### src/rtl/uart_rx_pkg.sv
// Shared types and constants for the UART receiver timing blocks.
package uart_rx_pkg;

   // Smallest oversampling ratio that leaves room for mid-1 .. mid+1 inside a bit.
   localparam int unsigned MIN_PRESCALE = 4;

   typedef enum logic [1:0] {
      ST_IDLE = 2'd0,
      ST_RUN  = 2'd1,
      ST_ERR  = 2'd2
   } state_e;

endpackage : uart_rx_pkg

### src/rtl/uart_rx_bit_timer_if.sv
// Control/status bundle between the RX FSM (master) and the bit timer (slave).
interface uart_rx_bit_timer_if #(
   parameter int unsigned PRESCALE_W = 6,
   parameter int unsigned BIT_CNT_W  = 4
);
   logic                  enable;
   logic [PRESCALE_W-1:0] prescale;
   logic [BIT_CNT_W-1:0]  frame_bits;
   logic [PRESCALE_W-1:0] edge_cnt;
   logic [BIT_CNT_W-1:0]  bit_cnt;
   logic                  sample_stb;
   logic                  sample_last;
   logic                  bit_done;
   logic                  frame_done;
   logic                  cfg_err;

   modport master (
      output enable, prescale, frame_bits,
      input  edge_cnt, bit_cnt, sample_stb, sample_last, bit_done, frame_done, cfg_err
   );

   modport slave (
      input  enable, prescale, frame_bits,
      output edge_cnt, bit_cnt, sample_stb, sample_last, bit_done, frame_done, cfg_err
   );
endinterface : uart_rx_bit_timer_if

### src/rtl/uart_rx_bit_timer.sv
// Edge/bit timing generator for the UART receiver.
// Optional build macro: UART_RX_TRIPLE_SAMPLE_EN (three samples per bit around mid).
// All outputs are registered; strobes are decoded from the next-state values so they
// line up with the counter values they describe.
module uart_rx_bit_timer
   import uart_rx_pkg::*;
#(
   parameter int unsigned PRESCALE_W = 6,
   parameter int unsigned BIT_CNT_W  = 4
) (
   input logic                 CLK,
   input logic                 RST,
   uart_rx_bit_timer_if.slave  bus_if
);

   state_e                state_q, state_d;
   logic [PRESCALE_W-1:0] ps_q, ps_d;
   logic [BIT_CNT_W-1:0]  fb_q, fb_d;
   logic [PRESCALE_W-1:0] edge_q, edge_d;
   logic [BIT_CNT_W-1:0]  bit_q, bit_d;
   logic [PRESCALE_W-1:0] mid_d;
   logic                  stb_q, stb_d;
   logic                  last_q, last_d;
   logic                  bd_q, bd_d;
   logic                  fd_q, fd_d;
   logic                  err_q, err_d;

   // State, configuration latch, counters and registered strobes.
   always_ff @(posedge CLK or posedge RST) begin
      if (RST) begin
         state_q <= ST_IDLE;
         ps_q    <= '0;
         fb_q    <= '0;
         edge_q  <= '0;
         bit_q   <= '0;
         stb_q   <= 1'b0;
         last_q  <= 1'b0;
         bd_q    <= 1'b0;
         fd_q    <= 1'b0;
         err_q   <= 1'b0;
      end else begin
         state_q <= state_d;
         ps_q    <= ps_d;
         fb_q    <= fb_d;
         edge_q  <= edge_d;
         bit_q   <= bit_d;
         stb_q   <= stb_d;
         last_q  <= last_d;
         bd_q    <= bd_d;
         fd_q    <= fd_d;
         err_q   <= err_d;
      end
   end

   // Next state, counter advance and strobe decode of the next-cycle values.
   always_comb begin
      state_d = state_q;
      ps_d    = ps_q;
      fb_d    = fb_q;
      edge_d  = '0;
      bit_d   = '0;
      mid_d   = '0;
      stb_d   = 1'b0;
      last_d  = 1'b0;
      bd_d    = 1'b0;
      fd_d    = 1'b0;
      err_d   = 1'b0;

      if (!bus_if.enable) begin
         state_d = ST_IDLE;
      end else begin
         case (state_q)
            ST_IDLE: begin
               ps_d = bus_if.prescale;
               fb_d = bus_if.frame_bits;
               if ((bus_if.prescale >= PRESCALE_W'(MIN_PRESCALE)) && (bus_if.frame_bits != '0)) begin
                  state_d = ST_RUN;
               end else begin
                  state_d = ST_ERR;
               end
            end
            ST_RUN: begin
               if (edge_q == ps_q - PRESCALE_W'(1)) begin
                  edge_d = '0;
                  bit_d  = (bit_q == fb_q - BIT_CNT_W'(1)) ? '0 : bit_q + BIT_CNT_W'(1);
               end else begin
                  edge_d = edge_q + PRESCALE_W'(1);
                  bit_d  = bit_q;
               end
            end
            ST_ERR: begin
               state_d = ST_ERR;
            end
            default: begin
               state_d = ST_IDLE;
            end
         endcase
      end

      if (state_d == ST_RUN) begin
         mid_d = ps_d >> 1;
         bd_d  = (edge_d == ps_d - PRESCALE_W'(1));
         fd_d  = bd_d && (bit_d == fb_d - BIT_CNT_W'(1));
`ifdef UART_RX_TRIPLE_SAMPLE_EN
         stb_d  = (edge_d >= mid_d - PRESCALE_W'(1)) && (edge_d <= mid_d + PRESCALE_W'(1));
         last_d = (edge_d == mid_d + PRESCALE_W'(1));
`else
         stb_d  = (edge_d == mid_d);
         last_d = (edge_d == mid_d);
`endif
      end

      err_d = (state_d == ST_ERR);
   end

   assign bus_if.edge_cnt    = edge_q;
   assign bus_if.bit_cnt     = bit_q;
   assign bus_if.sample_stb  = stb_q;
   assign bus_if.sample_last = last_q;
   assign bus_if.bit_done    = bd_q;
   assign bus_if.frame_done  = fd_q;
   assign bus_if.cfg_err     = err_q;

endmodule : uart_rx_bit_timer

### src/flat_wrapper.sv
// flat-port wrapper written by rule: the top's interface ports become plain ports
module uart_rx_bit_timer_flat import uart_rx_pkg::*;
#(
   parameter int unsigned PRESCALE_W = 6,
   parameter int unsigned BIT_CNT_W  = 4
)
  (CLK, RST, bus_if_enable, bus_if_prescale, bus_if_frame_bits, bus_if_edge_cnt, bus_if_bit_cnt, bus_if_sample_stb, bus_if_sample_last, bus_if_bit_done, bus_if_frame_done, bus_if_cfg_err);
  uart_rx_bit_timer_if #(.PRESCALE_W(PRESCALE_W), .BIT_CNT_W(BIT_CNT_W)) bus_if_i ();
  input logic CLK;
  input logic RST;
  input wire logic [$bits(bus_if_i.enable)-1:0] bus_if_enable;
  input wire logic [$bits(bus_if_i.prescale)-1:0] bus_if_prescale;
  input wire logic [$bits(bus_if_i.frame_bits)-1:0] bus_if_frame_bits;
  output wire logic [$bits(bus_if_i.edge_cnt)-1:0] bus_if_edge_cnt;
  output wire logic [$bits(bus_if_i.bit_cnt)-1:0] bus_if_bit_cnt;
  output wire logic [$bits(bus_if_i.sample_stb)-1:0] bus_if_sample_stb;
  output wire logic [$bits(bus_if_i.sample_last)-1:0] bus_if_sample_last;
  output wire logic [$bits(bus_if_i.bit_done)-1:0] bus_if_bit_done;
  output wire logic [$bits(bus_if_i.frame_done)-1:0] bus_if_frame_done;
  output wire logic [$bits(bus_if_i.cfg_err)-1:0] bus_if_cfg_err;
  assign bus_if_i.enable = bus_if_enable;
  assign bus_if_i.prescale = bus_if_prescale;
  assign bus_if_i.frame_bits = bus_if_frame_bits;
  assign bus_if_edge_cnt = bus_if_i.edge_cnt;
  assign bus_if_bit_cnt = bus_if_i.bit_cnt;
  assign bus_if_sample_stb = bus_if_i.sample_stb;
  assign bus_if_sample_last = bus_if_i.sample_last;
  assign bus_if_bit_done = bus_if_i.bit_done;
  assign bus_if_frame_done = bus_if_i.frame_done;
  assign bus_if_cfg_err = bus_if_i.cfg_err;
  uart_rx_bit_timer #(.PRESCALE_W(PRESCALE_W), .BIT_CNT_W(BIT_CNT_W)) u_core (.CLK(CLK), .RST(RST), .bus_if(bus_if_i));
endmodule
### config.mk
export PLATFORM = sky130hd
export DESIGN_NAME = uart_rx_bit_timer_flat
export DESIGN_NICKNAME = d
export VERILOG_FILES = /design/src/rtl/uart_rx_pkg.sv /design/src/rtl/uart_rx_bit_timer_if.sv /design/src/rtl/uart_rx_bit_timer.sv /design/src/flat_wrapper.sv
export SDC_FILE = /design/constraint.sdc
export NUM_CORES = 1
export LEC_CHECK = 0
export ABC_CLOCK_PERIOD_IN_PS = 4000
export CAP_MARGIN = 10
export CORE_MARGIN = 4
export CORE_UTILIZATION = 56
export CTS_CLUSTER_DIAMETER = 50
export DETAILED_ROUTE_END_ITERATION = 16
export PLACE_DENSITY = 0.79
export SLEW_MARGIN = 10
export SYNTH_ARGS = -nofsm -noshare
export SYNTH_HDL_FRONTEND = slang
export SYNTH_SLANG_ARGS = --single-unit
### constraint.sdc
create_clock -name CLK -period 4 [get_ports CLK]
set_input_delay 0.6 -clock CLK [delete_from_list [all_inputs] [get_ports CLK]]
set_output_delay 0.6 -clock CLK [all_outputs]
set_load 0.05 [all_outputs]
==> Word-level counts from Yosys, hierarchy flattened <==
Cells that the tools add are included.
{ "totals": {"register_bits": 26, "in_bits": 13, "out_inout_bits": 15} }
{ "op_classes": {"n_addsub": 6, "order_cmp": 1, "eq_ne": 9, "muxes": 17, "reduce_logical": 4} }
{ "op_table": {"columns": ["operator", "n"], "rows": [
  ["6-bit two-way mux", 5],
  ["4-bit two-way mux", 6],
  ["6-bit equality test", 2],
  ["6-bit by 1-bit subtractor with 6-bit output, second input constant", 2],
  ["4-bit equality test", 2],
  ["4-bit by 1-bit subtractor with 4-bit output, second input constant", 2],
  ["6-bit by 1-bit adder with 6-bit output, second input constant", 1],
  ["6-bit by 5-bit equality test with 1-bit output", 1],
  ["6-bit by 3-bit >= comparator with 1-bit output, second input constant", 1],
  ["2-bit one-hot mux with 3 select lines", 1],
  ["4-bit by 1-bit adder with 4-bit output, second input constant", 1],
  ["2-bit by 1-bit equality test with 1-bit output, second input constant", 2],
  ["2-bit equality test, second input constant", 2],
  ["2-bit two-way mux", 2],
  ["4-bit nonzero test", 1],
  ["1-bit two-way mux", 3],
  ["1-bit logical AND", 2],
  ["2-bit zero test", 1]
]} }

==> Logic depth before layout (Yosys ltp) <==
{ "logic_depth": {"word_depth": 9, "ltp_mapped": 12} }

==> Worst setup path before layout <==
Ideal clock, no wire load.
{ "synth_path": {"path_kind": "input port to flip-flop", "startpoint": "in bus_if_enable", "endpoint": "reg u_core.fd_q, in the netlist u_core.bus_if.frame_done", "arrival_time_ns": 2.935, "required_ns": 3.899, "path_slack_ns": 0.964, "stages": 12, "path_cell_list": "nor3b_2 clkbuf_1 nor2_1 a21oi_1 ha_1 nor3b_1 mux2i_1 xnor2_1 a221oi_1 a2bb2oi_1 o211ai_1 nor4_1"} }
{ "synth_between": {"elab_chain_cells": 5, "elab_cells_between_ends": 12, "classes_between": "add/sub (2); eq/ne (3); mux (6); reduce/logical (1)"} }
{ "synth_lines": {"columns": ["item", "line_no", "source"], "rows": [
  ["start, declared", "flat_wrapper.sv:11", "input wire logic [$bits(bus_if_i.enable)-1:0] bus_if_enable;"],
  ["6-bit two-way mux / 4-bit two-way mux (equally long branches)", "uart_rx_bit_timer.sv:69", "if (!bus_if.enable) begin"],
  ["6-bit by 1-bit subtractor with 6-bit output / 4-bit by 1-bit subtractor with 4-bit output (equally long branches)", "uart_rx_bit_timer.sv:102, uart_rx_bit_timer.sv:103", null],
  ["6-bit equality test / 4-bit equality test (equally long branches)", "uart_rx_bit_timer.sv:102, uart_rx_bit_timer.sv:103", null],
  ["1-bit logical AND", "uart_rx_bit_timer.sv:103", "fd_d = bd_d && (bit_d == fb_d - BIT_CNT_W'(1));"],
  ["1-bit two-way mux *", "uart_rx_bit_timer.sv:100", "if (state_d == ST_RUN) begin"],
  ["named net u_core.fd_d", "uart_rx_bit_timer.sv:25", "logic fd_q, fd_d;"],
  ["end signal, assigned", "uart_rx_bit_timer.sv:39", "fd_q <= 1'b0;"],
  ["end signal, assigned", "uart_rx_bit_timer.sv:50", "fd_q <= fd_d;"],
  ["end, declared", "uart_rx_bit_timer.sv:25", null]
]} }
Mark *: on every way through the listed nets, which the timed path passes. The rest lies on a longest branch.

==> Worst setup path after layout <==
Same ends and word-level chain as after synthesis.

==> impl_metrics.tcl <==
set metrics [dict create \
    syn_nets 265 \
    dp_hpwl_mm 3.92 \
    cp-start-kind "input port" \
    use_met1 0.312 \
    num_vias 1946 \
    cts_resized 0 \
    overflow 0 \
    min_path_type "reg2reg" \
    busiest_layer "met2" \
    path_clk_slew_ps 100 \
    use_met3 0.0273 \
    cts_hold_buf 0 \
    dpl-instance-area_um2 2480 \
    synth_top_family_by_area "simple AND/OR/NAND/NOR gates" \
    synth_cells 246 \
    setup_viol 0 \
    max_cap_violations 0 \
    worst-path-max-fanout 5 \
    drtIter0Drc 175 \
    final_cell_mix "clkdlybuf4s50_1 (27), dfrtp_1 (26), inv_1 (19)" \
    tns_ps 0 \
    synth_largest_area_cell "dfrtp_1" \
    cts-buffers-inserted 3 \
    critPathTopFamily "simple AND/OR/NAND/NOR gates" \
    grt_pass1_vias 1865 \
    crit_chain "clkdlybuf4s50_1 > nor3b_2 > mux2i_1 > ha_1 > nor3b_1 > mux2i_1 > xnor2_1 > a221oi_1 > a2bb2oi_1 > o211ai_1 > nor4_1" \
    io_buffers 27 \
    crit_path_top_delay_cell "clkdlybuf4s50_1" \
    crit_path_end_kind "register" \
    path_buf_inv 1 \
    core_area_um2 3720 \
    post_cts_buffers 0 \
    fill_cells 319 \
    dp_cells 312 \
    worst_slew_pin_slew_ps 1010 \
    vdd.ir_drop.worst_v 0.000190 \
    ys.flop_type "dfrtp_1" \
    yosysWarningCount 0 \
    mostFrequentLayoutCell "clkdlybuf4s50_1" \
    post-route-util 0.681 \
    synthArstFlopShare 1.00 \
    cpPeakStageDelay_ps 510 \
    slew_violations 0 \
    synth_fa_ha_area_frac 0.0343 \
    min_period_ps 3430 \
    antennaDiodeCount 0 \
    root_buffer "clkbuf_8" \
    antenna_found_initial 0 \
    fin_skew_ps 2.09 \
    final_cell_area_um2 2530 \
    cts_tree "built" \
    grt_max_degree 27 \
    fin_cells 316 \
    drive_above_1_share 0.0970 \
    areaGrowthSynthToFinish_pct 15.7 \
    finalWeightedCongestion 0.853 \
    drc 0 \
    hold_viol 0 \
    synth.cell_area_um2 2190 \
    synth_top_area_frac 0.297 \
    htreeDepth 1 \
    post-route-period-util 0.856 \
    synth.distinct_cells 68 \
    cp.arrival_ps 3610 \
    synth_area_leaders "dfrtp_1 (30%), xnor2_1 (4.8%), mux2i_1 (4.1%)" \
    clockBufferDepth 2 \
    slew-limit-headroom 0.326 \
    synthSimpleGateAreaFrac 0.243 \
    layout.nets 288 \
    synth_edf_count 0 \
    ys_seq_elements 26 \
    fmax_mhz 292 \
    via_per_inst 6.16 \
    p_per_area_nw_per_um2 331 \
    p_leak_uw 0.00107 \
    die_h_um 70.5 \
    ioPinCount 28 \
    synth.avg_cell_area_um2 8.89 \
    clkSinkCount 26 \
    grt.total_usage 0.215 \
    path_common_cell "mux2i_1" \
    dr.pass1.iters 4 \
    die_w_um 70.5 \
    drt-wirelength-per-cell_um 16.5 \
    wl_mm 5.21 \
    synth_compound_area_frac 0.208 \
    grtUsageMet2 0.332 \
    synth_mux_area_frac 0.0515 \
    worstPathRequired_ps 4180 \
    status "finished, final reports clean" \
    start_util 0.589 \
    criticalPathCategory "in2reg" \
    rsz0062_at_grt "no" \
    yosysSeqAreaShare 0.297 \
    clk_latency_ps 280 \
    row_count 22 \
    p_total_uw 837 \
    drtAntennaViolNets 0 \
    synth_xor_area_frac 0.111 \
    die_area_um2 4970 \
    grt_pass1_wl_mm 8.71 \
]
-- worst paths after layout --
check | from | end | slack [ps] | cells past startpoint
min in group asynchronous | RST | u_core.fb_q[3] | 860 | 2
worst min-delay path | u_core.fb_q[3] | u_core.fb_q[3] | 580 | 2
worst max register to register | u_core.state_q[1] | u_core.bus_if.frame_done | 970 | 10
worst min register to register | u_core.fb_q[3] | u_core.fb_q[3] | 580 | 2
max in group asynchronous | RST | u_core.ps_q[5] | 2540 | 2
worst max-delay path | bus_if_enable | u_core.bus_if.frame_done | 570 | 11
-- cells by family after synthesis --
family / Yosys count
buf+inv: 29
simple gates: 95
compound gates: 58
flops: 26
mux: 11
fa+ha+maj: 6
xor+xnor: 21
-- cells in the mapped netlist (4+ instances only) --
cell type / count
clkbuf_1: 7
ha_1: 6
a21oi_1: 9
nand2b_1: 4
dfrtp_1: 26
mux2i_1: 9
o21ai_0: 7
o211a_1: 4
nand2_1: 18
nor3_1: 6
xor2_1: 5
nor2_1: 16
nor4_1: 6
xnor2_1: 12
nand3_1: 16
a31oi_1: 5
o31ai_1: 5
inv_1: 19
-- sequential cells by signal, summed over array words and instances, names as in the netlist --
name                      cells
u_core.bus_if.bit_cnt         4
u_core.bus_if.bit_done        1
u_core.bus_if.cfg_err         1
u_core.bus_if.edge_cnt        6
u_core.bus_if.frame_done      1
u_core.bus_if.sample_stb      1
u_core.fb_q                   4
u_core.ps_q                   6
u_core.state_q                2
-- area by class of cell --
| class | count | area, um^2 | area share |
|---|---|---|---|
| flip-flops and latches | 26 | 651 | 0.257 |
| multi-input cells | 191 | 1420 | 0.560 |
| clock buffers | 4 | 55.1 | 0.0217 |
| well taps | 48 | 60.1 | 0.0237 |
| inverters | 19 | 71.3 | 0.0282 |
| repair buffers | 28 | 278 | 0.110 |
-- through the flow --
| stage | worst slack, ps | hold WS, ps |
|---|---|---|
| 6_report | 575 | 582 |
| 2_1_floorplan | 964 | 515 |
| 5_1_grt | 310 | 607 |
| 4_1_cts | 593 | 588 |
| 3_3_place_gp | 574 | 560 |
| 3_5_place_dp | 329 | 566 |
-- worst min-delay path: stages (launching register included) --
cell	delay [ps]
dfrtp_1	420
nand2_1	70
nand2_1	60
-- per-layer routing --
metal	vias up	share of wire
li1	950	-
met1	908	0.47
met2	77	0.45
met3	11	0.063
met4	0	0.016
met5	-	0
-- where the power goes --
group          switching, uW  internal, uW  total (uW)
combinational            195           145         340
clock                   90.9          88.3         179
sequential              33.9           283         317
Power figures use the tool's default switching activity.
